===== config.mk =====
export PLATFORM = sky130hd
export DESIGN_NAME = vga_frame_sequencer
export DESIGN_NICKNAME = d
export VERILOG_FILES = /design/src/rtl/vga_frame_sequencer.sv
export SDC_FILE = /design/constraint.sdc
export NUM_CORES = 1
export LEC_CHECK = 0
export BUFFER_PORTS_ARGS = -buffer_cell sky130_fd_sc_hd__buf_2
export CORE_ASPECT_RATIO = 0.9
export CORE_UTILIZATION = 55
export CTS_BUF_LIST = sky130_fd_sc_hd__clkbuf_4 sky130_fd_sc_hd__clkbuf_8 sky130_fd_sc_hd__clkbuf_16
export CTS_CLUSTER_SIZE = 20
export DETAILED_ROUTE_END_ITERATION = 12
export PLACE_DENSITY = 0.77
export REMOVE_ABC_BUFFERS = 1
export SYNTH_ARGS = -nofsm -noshare
export SYNTH_HDL_FRONTEND = slang
export SYNTH_SLANG_ARGS = --single-unit

===== constraint.sdc =====
create_clock -name clk -period 3.65 [get_ports clk]
set_input_delay 0.1825 -clock clk [delete_from_list [all_inputs] [get_ports clk]]
set_output_delay 0.1825 -clock clk [all_outputs]
set_load 0.005 [all_outputs]

===== src/rtl/vga_frame_sequencer.sv =====
// Raster timing and test-pattern scheduler for the colour-bar pixel generator.
// Counters, EA and frame_start are registered together; syncs trail the counters by SYNC_DLY clocks.
module vga_frame_sequencer #(
  parameter int H_VISIBLE       = 1024,
  parameter int H_FP            = 24,
  parameter int H_SYNC          = 136,
  parameter int H_BP            = 160,
  parameter int V_VISIBLE       = 768,
  parameter int V_FP            = 3,
  parameter int V_SYNC          = 6,
  parameter int V_BP            = 29,
  parameter int HS_POL          = 0,
  parameter int VS_POL          = 0,
  parameter int SYNC_DLY        = 1,
  parameter int N_MODES         = 4,
  parameter int FRAMES_PER_MODE = 60
) (
  input  logic        clk,
  input  logic        rst,
  input  logic        en,
  input  logic        mode_hold,
  input  logic        mode_next,
  output logic [10:0] count_h,
  output logic [10:0] count_v,
  output logic        EA,
  output logic        hsync,
  output logic        vsync,
  output logic        frame_start,
  output logic [2:0]  mode
);

  localparam int H_TOTAL = H_VISIBLE + H_FP + H_SYNC + H_BP;
  localparam int V_TOTAL = V_VISIBLE + V_FP + V_SYNC + V_BP;
  localparam int HS_BEG  = H_VISIBLE + H_FP;
  localparam int HS_END  = H_VISIBLE + H_FP + H_SYNC - 1;
  localparam int VS_BEG  = V_VISIBLE + V_FP;
  localparam int VS_END  = V_VISIBLE + V_FP + V_SYNC - 1;
  localparam int FC_W    = (FRAMES_PER_MODE > 1) ? $clog2(FRAMES_PER_MODE) : 1;
  localparam logic HS_ACT = (HS_POL != 0);
  localparam logic VS_ACT = (VS_POL != 0);

  logic [11:0]         h_ext, v_ext, h_nxt, v_nxt;
  logic                h_last, v_last, boundary, adv_edge;
  logic                hs_raw, vs_raw;
  logic [SYNC_DLY-1:0] hs_pipe, vs_pipe;
  logic [FC_W-1:0]     frame_cnt;
  logic                pend;

  function automatic logic [2:0] mode_inc(input logic [2:0] m);
    return (m == 3'(N_MODES - 1)) ? 3'd0 : m + 3'd1;
  endfunction

  // 12-bit compare arithmetic keeps porch/sync sums from wrapping
  assign h_ext  = {1'b0, count_h};
  assign v_ext  = {1'b0, count_v};
  assign h_last = (h_ext == 12'(H_TOTAL - 1));
  assign v_last = (v_ext == 12'(V_TOTAL - 1));

  always_comb begin
    h_nxt = h_last ? 12'd0 : h_ext + 12'd1;
    v_nxt = v_ext;
    if (h_last)
      v_nxt = v_last ? 12'd0 : v_ext + 12'd1;
  end

  assign boundary = (h_nxt == 12'd0) && (v_nxt == 12'd0);
  assign adv_edge = en && boundary;
  assign hs_raw   = (h_ext >= 12'(HS_BEG)) && (h_ext <= 12'(HS_END));
  assign vs_raw   = (v_ext >= 12'(VS_BEG)) && (v_ext <= 12'(VS_END));

  // Raster stage: counters, EA, frame_start and sync delay line
  always_ff @(posedge clk or posedge rst) begin
    if (rst) begin
      count_h     <= 11'(H_TOTAL - 1);
      count_v     <= 11'(V_TOTAL - 1);
      EA          <= 1'b0;
      frame_start <= 1'b0;
      hs_pipe     <= '0;
      vs_pipe     <= '0;
    end else if (!en) begin
      count_h     <= 11'(H_TOTAL - 1);
      count_v     <= 11'(V_TOTAL - 1);
      EA          <= 1'b0;
      frame_start <= 1'b0;
      hs_pipe     <= '0;
      vs_pipe     <= '0;
    end else begin
      count_h     <= h_nxt[10:0];
      count_v     <= v_nxt[10:0];
      EA          <= (h_nxt < 12'(H_VISIBLE)) && (v_nxt < 12'(V_VISIBLE));
      frame_start <= boundary;
      hs_pipe[0]  <= hs_raw;
      vs_pipe[0]  <= vs_raw;
      for (int i = 1; i < SYNC_DLY; i++) begin
        hs_pipe[i] <= hs_pipe[i-1];
        vs_pipe[i] <= vs_pipe[i-1];
      end
    end
  end

  assign hsync = hs_pipe[SYNC_DLY-1] ? HS_ACT : ~HS_ACT;
  assign vsync = vs_pipe[SYNC_DLY-1] ? VS_ACT : ~VS_ACT;

  // Mode scheduler: survives en=0, only async reset clears it.
  // A request arriving on the boundary edge itself stays pending for the next frame.
  always_ff @(posedge clk or posedge rst) begin
    if (rst) begin
      mode      <= 3'd0;
      frame_cnt <= '0;
      pend      <= 1'b0;
    end else begin
      if (mode_next)
        pend <= 1'b1;
      else if (adv_edge)
        pend <= 1'b0;
      if (adv_edge) begin
        if (pend) begin
          mode      <= mode_inc(mode);
          frame_cnt <= '0;
        end else if (!mode_hold) begin
          if (frame_cnt == FC_W'(FRAMES_PER_MODE - 1)) begin
            mode      <= mode_inc(mode);
            frame_cnt <= '0;
          end else begin
            frame_cnt <= frame_cnt + 1'b1;
          end
        end
      end
    end
  end

endmodule


* After elaboration in Yosys (flattened, before gate mapping)
Cells that the tools add are included. W data, S select, Z words.
Word-level totals: register bits after elaboration 36, bits of input ports 5, output and inout port bits 29, word-level logic and storage cells 55
Cells by class: add/subtract/negate cells 4, order comparisons 6, equality and inequality tests 5, mux-type cells 20, reduce and logical (&&, ||, !) cells 11
Operators by type and width (number):
- $mux W12 | 3
- $add A11 B1 Y12 const B | 2
- $logic_not A12 Y1 | 2
- $mux W11 | 2
- $mux W6 | 3
- $lt A12 B10 Y1 const B | 1
- $lt A12 B11 Y1 const B | 1
- $mux W3 | 4
- $eq A11 B10 Y1 const B | 1
- $eq A11 B11 Y1 const B | 1
- $ge A11 B10 Y1 const B | 1
- $ge A11 B11 Y1 const B | 1
- $le A11 B10 Y1 const B | 1
- $le A11 B11 Y1 const B | 1
- $mux W1 | 8
- $add A6 B1 Y6 const B | 1
- $eq A6 B6 Y1 const B | 1
- $logic_and A1 B1 Y1 | 5
- $reduce_bool A2 Y1 | 2
- $add A3 B1 Y3 const B | 1
- $eq A3 B2 Y1 const B | 1
- $reduce_and A3 Y1 | 1
- $ne A2 B1 Y1 const B | 1
- $reduce_and A2 Y1 | 1

* Longest topological paths before layout
Gate-level depths: netlist (run 1).
word-level depth 8, gate-level depth with buffers 9

* Least setup slack after synthesis (run 1)
Ideal clock, no wire load.
path kind reg2reg, start register count_v[0], end register frame_cnt[0], data arrival time 3.008 ns, slack 0.517 ns, cell stages (with the launch flop) 9, cell sequence dfstp_2 ha_1 nand2_1 or4_4 or3_4 a221oi_4 o211ai_4 nor4b_4 mux2_4
Between the ends: longest elaborated chain between the ends 7, elaborated cells between the ends (all ways) 8
Ends and longest elaborated chain:
- start, declared | RTL line 24 | output logic [10:0] count_v,
- start signal, assigned | RTL line 75 | count_v <= 11'(V_TOTAL - 1);
- start signal, assigned | RTL line 82 | count_v <= 11'(V_TOTAL - 1);
- start signal, assigned | RTL line 89 | count_v <= v_nxt[10:0];
- $add A11 B1 Y12 or $eq A11 B10 Y1 (tied branches) | RTL line 63, 57
- $mux W12 | RTL line 63 | v_nxt = v_last ? 12'd0 : v_ext + 12'd1;
- $mux W12 (*) | RTL line 62 | if (h_last)
- $logic_not A12 Y1 (*) | RTL line 66 | assign boundary = (h_nxt == 12'd0) && (v_nxt == 12'd0);
- $logic_and A1 B1 Y1 (*) | RTL line 66
- $logic_and A1 B1 Y1 (*) | RTL line 67 | assign adv_edge = en && boundary;
- $reduce_and A2 Y1 (no line) (*)
- end signal, assigned | RTL line 125 | frame_cnt <= frame_cnt + 1'b1;
- end, declared | RTL line 46 | logic [FC_W-1:0] frame_cnt;
Mark *: on every way between the ends. The rest lies on a longest branch, timed or not. A chain may end at the register's enable or synchronous reset.

* Worst setup path in the final report (run 1)
start register count_h[0], end register frame_cnt[0]
Between the ends: longest elaborated chain between the ends 6, elaborated cells between the ends (all ways) 9
Ends and longest elaborated chain:
- start, declared | RTL line 23 | output logic [10:0] count_h,
- start signal, assigned | RTL line 74 | count_h <= 11'(H_TOTAL - 1);
- start signal, assigned | RTL line 81 | count_h <= 11'(H_TOTAL - 1);
- start signal, assigned | RTL line 88 | count_h <= h_nxt[10:0];
- $add A11 B1 Y12 or $eq A11 B11 Y1 (tied branches) | RTL line 60, 56
- $mux W12 (on tied branches) | RTL line 60, 62
- $logic_not A12 Y1 | RTL line 66
- $logic_and A1 B1 Y1 (*) | RTL line 66
- $logic_and A1 B1 Y1 (*) | RTL line 67
- $reduce_and A2 Y1 (no line) (*)
Marks and branches as above.

==> metrics, run 1 <==
outcome=complete, no violations; min-delay worst type=input port to flip-flop; final critical path time including I/O delays and setup=3.45 ns; Post-synth top cells=dfrtp_1, nand2_1, nor2_1, o21ai_0; Clock Path Buffers=2; flop and latch count out of synthesis=36; drt via density=6.18; Worst Tran Pin Value=0.564 ns; Worst EP arrival=3.64 ns; sequential power share=0.314; P_leak=roughly 1.3 nW; slew margin rel.=0.620; Worst Reg-to-Reg Cells=9; die outline width=73.0 um; largest net degree at the start of global routing=37; crit path buf inv count=1; Detailed Place HPWL=roughly 4000 um; crit path launch type=flip-flop; total grt overflow=0; first-iteration detailed-routing DRC count=170; filler instances=roughly 360; Row Count=22; Root Buffer=clkbuf_8; vias in the first global route=just under 2,000; htree depth=2; CTS Buf Count=5; Stages on worst setup path=9; Starting Density=0.592; combinational power share=0.514; RSZ-0062 raised after global routing=false; Routed Antenna Nets=0; setup ws final=slightly below 0.2 ns; Most used DFF post-synth=dfrtp_1; Clock Skew=0.00823 ns; post-DR wirelength/cell=16.2 um; ANT cells=0; most numerous cell in the Yosys netlist=dfrtp_1; switch share=0.446; post-synth top area share=0.231; Clk network pwr share=0.172; Setup-failing EPs final=0; Worst EP required=3.83 ns; via count=about 2,200; GPL Wtd Cong=~0.9; initial antenna violation count=0; GRT Overall Usage=0.272; sw power=about 0.95 mW; Area Overhead vs Synth=14.5%; number of port buffers=33; Residual DRC=0; Highest Clock Rate=between 200 and 300 MHz; first-pass GRT wire length=9810 um; Synth warnings=0; Post-synth EDFFs=0; Pre-antenna DRT Iters=4; CP Capture Type=flip-flop; Fin Setup TNS=0 ns; final net count=between 300 and 400; slowest CP cell=dfstp_2; critical-path cell list=ha_1 > and4_1 > nand4_1 > buf_4 > o2bb2ai_1 > a2111o_1 > nand2b_4 > nor4b_4 > mux2_4; critical path class=flip-flop to flip-flop; die area=4810 um^2; Power Internal=1.18 mW; # IOs=34; Final Max Tran Viols=0; register clock-pin slew on the reported worst setup and hold paths=about 0.080 ns; Seq/Total Area, Yosys=0.368; WHS=around 0.056 ns; CP Max Fanout=12; Peak VDD IR=526 uV; layout cell share with drive strength beyond 1=0.274; design area=roughly 2900 um^2; TritonCTS Sinks=36; cell count after synthesis=268; Place WS=0.178 ns; core area=4210 um^2; die span in y=65.9 um; Total Wirelength=5880 um; CTS tree=built; Synth async-reset ratio=1.00; Cell Area, Placed=about 2700 um^2; fin util=0.678; largest cells by area after synthesis=dfrtp_1, dfstp_2, ha_1; Max Cap Viol=0; Yosys cell types=67; Synth area leader=dfrtp_1; worst-skew pair later-pin latency=0.30 ns; Pwr Density=about 740 nW/um^2; crit share post-route=0.946; hold path cells=2; Hold Vio Cnt, Final=0; Syn Area/Cell=approximately 9.3 um^2; CP peak stage delay=0.59 ns; Crit path max-delay family=simple AND/OR/NAND/NOR gates; Cell Area, Synth=roughly 2500 um^2
[worst reg2reg max path, delay by kind of cell, from the launching register on]
family,cells,cell delay [ns]
AND/OR/NAND/NOR,4,1.23
AO/OA/AOI/OAI,2,0.61
flip-flops,1,0.59
multiplexers,1,0.34
buffers and inverters,1,0.31
adder cells (fa/ha/maj),1,0.25
[area by class of cell]
| cell class | count | area (um^2) | share of cell area |
|---|---|---|---|
| tap | 60 | 75.1 | 0.0263 |
| inverter | 13 | 48.8 | 0.0171 |
| multi-input combinational | 203 | 1460 | 0.510 |
| sequential | 36 | 917 | 0.321 |
| clock buffer | 5 | 68.8 | 0.0241 |
| clock inverter | 3 | 46.3 | 0.0162 |
| timing repair buffer | 43 | 243 | 0.0850 |
[what timing repair did]
action	CTS	global route
endpoints found under the setup margin	0	2
resized for setup	0	0
hold buffers	1	0
setup buffers	0	2
endpoints found under the hold margin	12	0
[placed cells by master (no fill, tap or decap), drive strengths merged, types with 4 or more instances in the layout]
cell / instances
buf: 42
dfrtp: 23
nand2: 21
nor2: 17
o21ai: 16
inv: 14
dfstp: 13
nand3: 12
a21oi: 11
nor3: 11
xnor2: 8
nor2b: 7
ha: 7
nor4: 7
o211ai: 6
clkbuf: 5
nand2b: 5
or3: 5
nand4: 5
and2: 4
and3: 4
o41a: 4
a21boi: 4
mux2: 4
[power by group through the flow]
stage	Combinational, mW	Sequential (mW)	Clock (mW)
6_report	1.09	0.668	0.364
5_1_grt	1.18	0.688	0.393
4_1_cts	1.07	0.665	0.372
3_5_place_dp	1.05	0.671	0
3_3_place_gp	1.04	0.665	0
2_1_floorplan	0.741	0.651	0
[registers in the layout (all words and copies together) (netlist names)]
| signal | count |
|---|---|
| EA | 1 |
| count_h | 11 |
| count_v | 11 |
| frame_cnt | 6 |
| frame_start | 1 |
| hs_pipe | 1 |
| mode | 3 |
| pend | 1 |
| vs_pipe | 1 |
[logic make-up (layout without fill, tap and decap cells)]
group	Yosys count	in the layout	synth area share
adders and majority gates	7	7	0.0351
DFF	36	36	0.368
and+or+nand+nor	111	111	0.277
AOI/OAI and AO/OA	72	72	0.219
muxes	5	5	0.0251
xor gates and xnor gates	8	8	0.0281
buffers and inverters	29	64	0.0482
[per-layer routing]
layer	wire length, um	GRT usage	part of all wire
met5	0	0	0
met4	81	0.0858	0.014
met3	393	0.0625	0.067
met2	2740	0.428	0.47
met1	2670	0.371	0.45
[stage by stage]
| step | std cells | total power [mW] |
|---|---|---|
| after detailed placement | 352 | 1.72 |
| after CTS | 361 | 2.10 |
| after global routing | 363 | 2.27 |
| final | 363 | 2.12 |
| after global placement | 352 | 1.70 |
| after floorplan | 252 | 1.39 |
[path summary, 6_finish.rpt]
| path | from | end | slack [ns] |
|---|---|---|---|
| min in group asynchronous | rst | hs_pipe | 0.52 |
| min reg2reg | mode[1] | mode[1] | 0.52 |
| max | count_h[0] | frame_cnt[0] | 0.20 |
| min | mode_next | pend | 0.06 |
| max reg2reg | count_h[0] | frame_cnt[0] | 0.20 |
| max in group asynchronous | rst | count_v[2] | 2.78 |
No activity file was read; power rests on OpenSTA's default activity.
==> run 2: changes to the inputs <==
==> config.mk (replaced) <==
export PLATFORM = sky130hd
export DESIGN_NAME = vga_frame_sequencer
export DESIGN_NICKNAME = d
export VERILOG_FILES = /design/src/rtl/vga_frame_sequencer.sv
export SDC_FILE = /design/constraint.sdc
export NUM_CORES = 1
export LEC_CHECK = 0
export CORE_ASPECT_RATIO = 0.9
export CORE_UTILIZATION = 55
export CTS_BUF_LIST = sky130_fd_sc_hd__clkbuf_4 sky130_fd_sc_hd__clkbuf_8 sky130_fd_sc_hd__clkbuf_16
export CTS_CLUSTER_SIZE = 20
export DETAILED_ROUTE_END_ITERATION = 12
export DONT_BUFFER_PORTS = 1
export PLACE_DENSITY = 0.7
export REMOVE_ABC_BUFFERS = 1
export SKIP_CTS_REPAIR_TIMING = 1
export SYNTH_ARGS = -nofsm -noshare
export SYNTH_HDL_FRONTEND = slang
export SYNTH_SLANG_ARGS = --single-unit
==> run 2 against run 1 <==
Against the previous run: global-route usage fell by 0.59 points; register-to-register slack improved by 0.02 ns; first-iteration DRC count fell by 21%; combinational power fell by 12%; sequential share of layout area rose by 1.9 points; die area did not move; flip-flop and latch count did not move; critical path type unchanged; critical endpoint unchanged; largest cell class unchanged.
==> metrics, run 2 (synthesized netlist as in run 1, its figures left out) <==
outcome=complete, no violations; Place WS=0.269 ns (+0.0913 ns); total grt overflow=0 (unchanged); Clk network pwr share=0.177 (+0.005); first-pass GRT wire length=9570 um (-2.5%); Worst EP arrival=3.61 ns (-0.03 ns); critical path class=flip-flop to flip-flop; switch share=0.447 (+0.000814); Pwr Density=740 nW/um^2 (-0.57%); CP Max Fanout=14 (+2); CTS tree=built; core area=4210 um^2 (unchanged); Worst EP required=3.83 ns (about the same); die span in y=65.9 um (unchanged); Hold Path Origin=en; Pre-antenna DRT Iters=4 (unchanged); CP peak stage delay=0.60 ns (about the same); Critical Path Source=count_h[0]; Highest Clock Rate=292 MHz (+0.63%); max layer used=met4; reg2reg start=count_h[0]; Residual DRC=0 (unchanged); Detailed Place HPWL=3930 um (-3.8%); P_leak=1.13 nW (-10%); WL met1=2540 um (-5.0%); crit path launch type=flip-flop; Seq. cell area=917 um^2 (unchanged); Peak VDD IR=466 uV (-11%); Fin Setup TNS=0 ns (unchanged); Regs by FF count=count_h x11, count_v x11, frame_cnt x6; final net count=282 (-10%); Power Internal=1.11 mW (-6.2%); CTS Buf Count=5 (unchanged); commonest cells after routing, fill and taps aside=dfrtp_1, nand2_1, o21ai_0, nor2_1; slowest CP cell=dfstp_2; commonest non-fill, non-tap cell in the layout=dfrtp_1; Setup-failing EPs final=0 (unchanged); GPL Wtd Cong=0.915 (-0.91%); Row Count=22 (unchanged); ANT cells=0 (unchanged); post-DR wirelength/cell=17.1 um (+5.6%); number of port buffers=0 (-100%); worst-skew pair later-pin latency=0.30 ns (about the same); Routed Antenna Nets=0 (unchanged); Critical Path Sink=frame_cnt[0]; combinational power share=0.481 (-0.033); met3 wire length=509 um (+30%); CP Capture Type=flip-flop; register clock-pin slew on the reported worst setup and hold paths=0.08 ns (about the same); Stages on worst setup path=8 (-1); Starting Density=0.592 (unchanged); setup ws final=0.220 ns (+0.0215 ns); Max Cap Viol=0 (unchanged); critical-path cell list=ha_1 > and4_1 > nand4_1 > buf_4 > a221oi_1 > nand2_2 > nor4b_4 > mux2_4; htree depth=2 (unchanged); r2r endpoint=frame_cnt[0]; die area=4810 um^2 (unchanged); largest net degree at the start of global routing=37 (unchanged); initial antenna violation count=0 (unchanged); filler instances=364 (+0.55%); Root Buffer=clkbuf_8; min-delay worst type=input port to flip-flop; Area Overhead vs Synth=8.23%; via count=2,116 (-5.7%); Total Wirelength=5660 um (-3.7%); first-iteration detailed-routing DRC count=134 (-21%); Multi-input gate area=1460 um^2 (unchanged); TritonCTS Sinks=36 (unchanged); die outline width=73.0 um (unchanged); # IOs=34 (unchanged); crit share post-route=0.940 (-0.00590); Power Total=2.00 mW (-6.0%); Clock Skew=0.00854 ns (+0.000312 ns); vias in the first global route=1,976 (+0.51%); Worst Tran Pin Value=0.722 ns (+0.158 ns); Final Max Tran Viols=0 (unchanged); R2R Setup Slk=0.22 ns (+0.02 ns); WHS=0.0126 ns (-0.0430 ns); sw power=0.892 mW (-5.8%); slew margin rel.=0.517 (-0.103); sequential power share=0.342 (+0.028); Worst Reg-to-Reg Cells=8 (-1); met2 WL post-DR=2520 um (-7.8%); crit path buf inv count=1 (unchanged); Crit path max-delay family=simple AND/OR/NAND/NOR gates; GRT Overall Usage=0.266 (-0.00591); drt via density=6.39 (+3.4%); final critical path time including I/O delays and setup=3.43 ns (-0.0215 ns); layout cell share with drive strength beyond 1=0.181 (-0.0931); RSZ-0062 raised after global routing=false; Hold Vio Cnt, Final=0 (unchanged); Clock Path Buffers=2 (unchanged)
[run 2: cell types whose count changed in the layout (fill, tap and decap cells not counted)]
cell / change
clkinv_2: +1
buf_2: -33
buf_4: -1
inv_6: -1
dlygate4sd3_1: +2
[run 2: how the worst min path moves through the flow]
stage	to	slack, ns	depth (start not counted)
6_report	count_h[10]	0.01	1
5_1_grt	count_h[6]	0.01	1
4_1_cts	mode[2]	-0.13	2
3_5_place_dp	mode[2]	0.20	2
3_3_place_gp	mode[2]	0.20	2
2_1_floorplan	count_h[1]	0.22	1
[run 2: routing by layer]
layer  track usage  vias to the layer above
met3        0.0884                       10
met5             0                        -
met1         0.358                     1009
met2         0.391                       91
met4         0.108                        0
li1              -                     1006
[run 2: final cells by class]
type,count,area share
multi-input combinational,203,0.540
clock inverter,3,0.0158
sequential,36,0.340
timing repair buffer,11,0.0334
tap,60,0.0278
inverter,13,0.0181
clock buffer,5,0.0255
[run 2: power groups by stage]
| stage | logic (mW) | registers (mW) | clock network, mW |
|---|---|---|---|
| CTS | 0.947 | 0.680 | 0.361 |
| detailed placement | 0.944 | 0.685 | 0 |
| floorplan | 0.741 | 0.651 | 0 |
| finish | 0.961 | 0.682 | 0.353 |
| global placement | 0.949 | 0.684 | 0 |
| global route | 1.07 | 0.704 | 0.379 |
[run 2: metrics by stage]
stage,instances,utilization,cell area (um^2)
floorplan,252,-,2420
global placement,320,0.607,2560
detailed placement,320,0.607,2560
CTS,328,0.634,2670
global route,331,0.641,2700
finish,331,0.641,2700
==> run 3: changes to the inputs <==
--- a/config.mk
+++ b/config.mk
@@ -7,7 +7,7 @@
 export LEC_CHECK = 0
 export CORE_ASPECT_RATIO = 0.9
 export CORE_UTILIZATION = 55
-export CTS_BUF_LIST = sky130_fd_sc_hd__clkbuf_4 sky130_fd_sc_hd__clkbuf_8 sky130_fd_sc_hd__clkbuf_16
+export CTS_BUF_LIST = sky130_fd_sc_hd__clkbuf_16
 export CTS_CLUSTER_SIZE = 20
 export DETAILED_ROUTE_END_ITERATION = 12
 export DONT_BUFFER_PORTS = 1
==> run 3 against run 2 <==
Against the previous run: power up 7.2%; first-iteration DRC count up 34%; clock power rose by 38%; sequential share of layout area fell by 0.69 points; largest cell class unchanged; sequential power about the same; clock skew decreased by 0.0020 ns.
==> metrics, run 3 (synthesized netlist as in run 1, its figures left out) <==
outcome=complete, no violations; Inst Count DP=320 (unchanged); Highest Clock Rate=290 MHz (-0.56%); Pre-antenna DRT Iters=5 (+1); Worst EP arrival=3.62 ns (about the same); slowest CP cell=dfstp_2; # IOs=34 (unchanged); filler instances=357 (-1.9%); CTS Buf Count=5 (unchanged); crit share post-route=0.945 (+0.00525); GRT Overall Usage=0.267 (+0.00132); die span in y=65.9 um (unchanged); first-iteration detailed-routing DRC count=179 (+34%); Crit path max-delay family=simple AND/OR/NAND/NOR gates; die area=4810 um^2 (unchanged); Regs by FF count=count_h x11, count_v x11, frame_cnt x6; ANT cells=0 (unchanged); Root Buffer=clkbuf_16; via count=2,094 (-1.0%); post-DR wirelength/cell=17.4 um (+1.5%); CP Max Fanout=14 (unchanged); setup ws final=0.200 ns (-0.0192 ns); critical-path cell list=ha_1 > and4_1 > nand4_1 > buf_4 > a221oi_1 > nand2_2 > nor4b_4 > mux2_4; Starting Density=0.592 (unchanged); die outline width=73.0 um (unchanged); crit path launch type=flip-flop; layout cell share with drive strength beyond 1=0.181 (unchanged); final critical path time including I/O delays and setup=3.45 ns (+0.0192 ns); register clock-pin slew on the reported worst setup and hold paths=0.06 ns (-0.02 ns); initial antenna violation count=0 (unchanged); Residual DRC=0 (unchanged); hold path cells=1 (unchanged); Clock Skew=0.00651 ns (-0.00203 ns); Detailed Place HPWL=3930 um (unchanged); critical path class=flip-flop to flip-flop; Fin Setup TNS=0 ns (unchanged); commonest cells after routing, fill and taps aside=dfrtp_1, nand2_1, o21ai_0, nor2_1; Pwr Density=777 nW/um^2 (+5.0%); Worst Reg-to-Reg Cells=8 (unchanged); Area Overhead vs Synth=10.5%; CTS tree=built; GPL Wtd Cong=0.915 (unchanged); drt via density=6.33 (-1.0%); Routed Antenna Nets=0 (unchanged); Total Wirelength=5750 um (+1.5%); first-pass GRT wire length=9670 um (+1.0%); Clock Path Buffers=2 (unchanged); number of port buffers=0 (unchanged); final net count=282 (unchanged); Setup-failing EPs final=0 (unchanged); P_leak=1.15 nW (+2.3%); Worst Tran Pin Value=0.721 ns (-0.000774 ns); commonest non-fill, non-tap cell in the layout=dfrtp_1; htree depth=2 (unchanged); Row Count=22 (unchanged); slew margin rel.=0.518 (about the same); vias in the first global route=1,978 (+0.10%); Place WS=0.269 ns (unchanged); Peak VDD IR=431 uV (-7.3%); fin util=0.654 (+0.0134); CP peak stage delay=0.59 ns (about the same); core area=4210 um^2 (unchanged); worst-skew pair later-pin latency=0.29 ns (about the same); Max Cap Viol=0 (unchanged); RSZ-0062 raised after global routing=false; Hold Vio Cnt, Final=0 (unchanged); TritonCTS Sinks=36 (unchanged); crit path buf inv count=1 (unchanged); WHS=0.0126 ns (+0.0000438 ns); Final Max Tran Viols=0 (unchanged); Worst EP required=3.82 ns (about the same); non-filler cells, final=331 (unchanged); Stages on worst setup path=8 (unchanged); CP Capture Type=flip-flop; min-delay worst type=input port to flip-flop; largest net degree at the start of global routing=37 (unchanged); total grt overflow=0 (unchanged)
[run 3: metal layers]
metal  vias up  share of wire  global-route usage
met5         -              0                   0
met2        75           0.44               0.400
li1       1006              -                   -
met1      1001           0.47               0.362
met3        12          0.072              0.0869
met4         0          0.015              0.0931
[run 3: layout make-up]
cell class	count	area, um^2	area share
inverters	13	48.8	0.0177
clock buffers	5	125	0.0454
flip-flops and latches	36	917	0.333
well taps	60	75.1	0.0272
clock inverters	3	42.5	0.0154
multi-input cells	203	1460	0.529
repair buffers	11	90.1	0.0327
[run 3: stage by stage]
step                      total power, mW  area (um^2)
after floorplan                      1.39         2420
after global placement               1.63         2560
after detailed placement             1.63         2560
after CTS                            2.13         2730
after global routing                 2.29         2760
final                                2.14         2760
[run 3: path summary, 6_finish.rpt]
path	from	to	slack (ns)
worst min register to register	mode[1]	mode[1]	0.54
worst min-delay path	en	count_v[6]	0.01
min in group asynchronous	rst	mode[1]	0.44
max in group asynchronous	rst	count_v[9]	2.86
worst max-delay path	count_h[0]	frame_cnt[0]	0.20
worst max register to register	count_h[0]	frame_cnt[0]	0.20
[run 3: power by group]
group,leakage (nW),switching [mW],total (mW),internal (mW)
registers,0.447,0.162,0.685,0.523
logic,0.627,0.587,0.968,0.380
clock network,0.0798,0.166,0.487,0.320
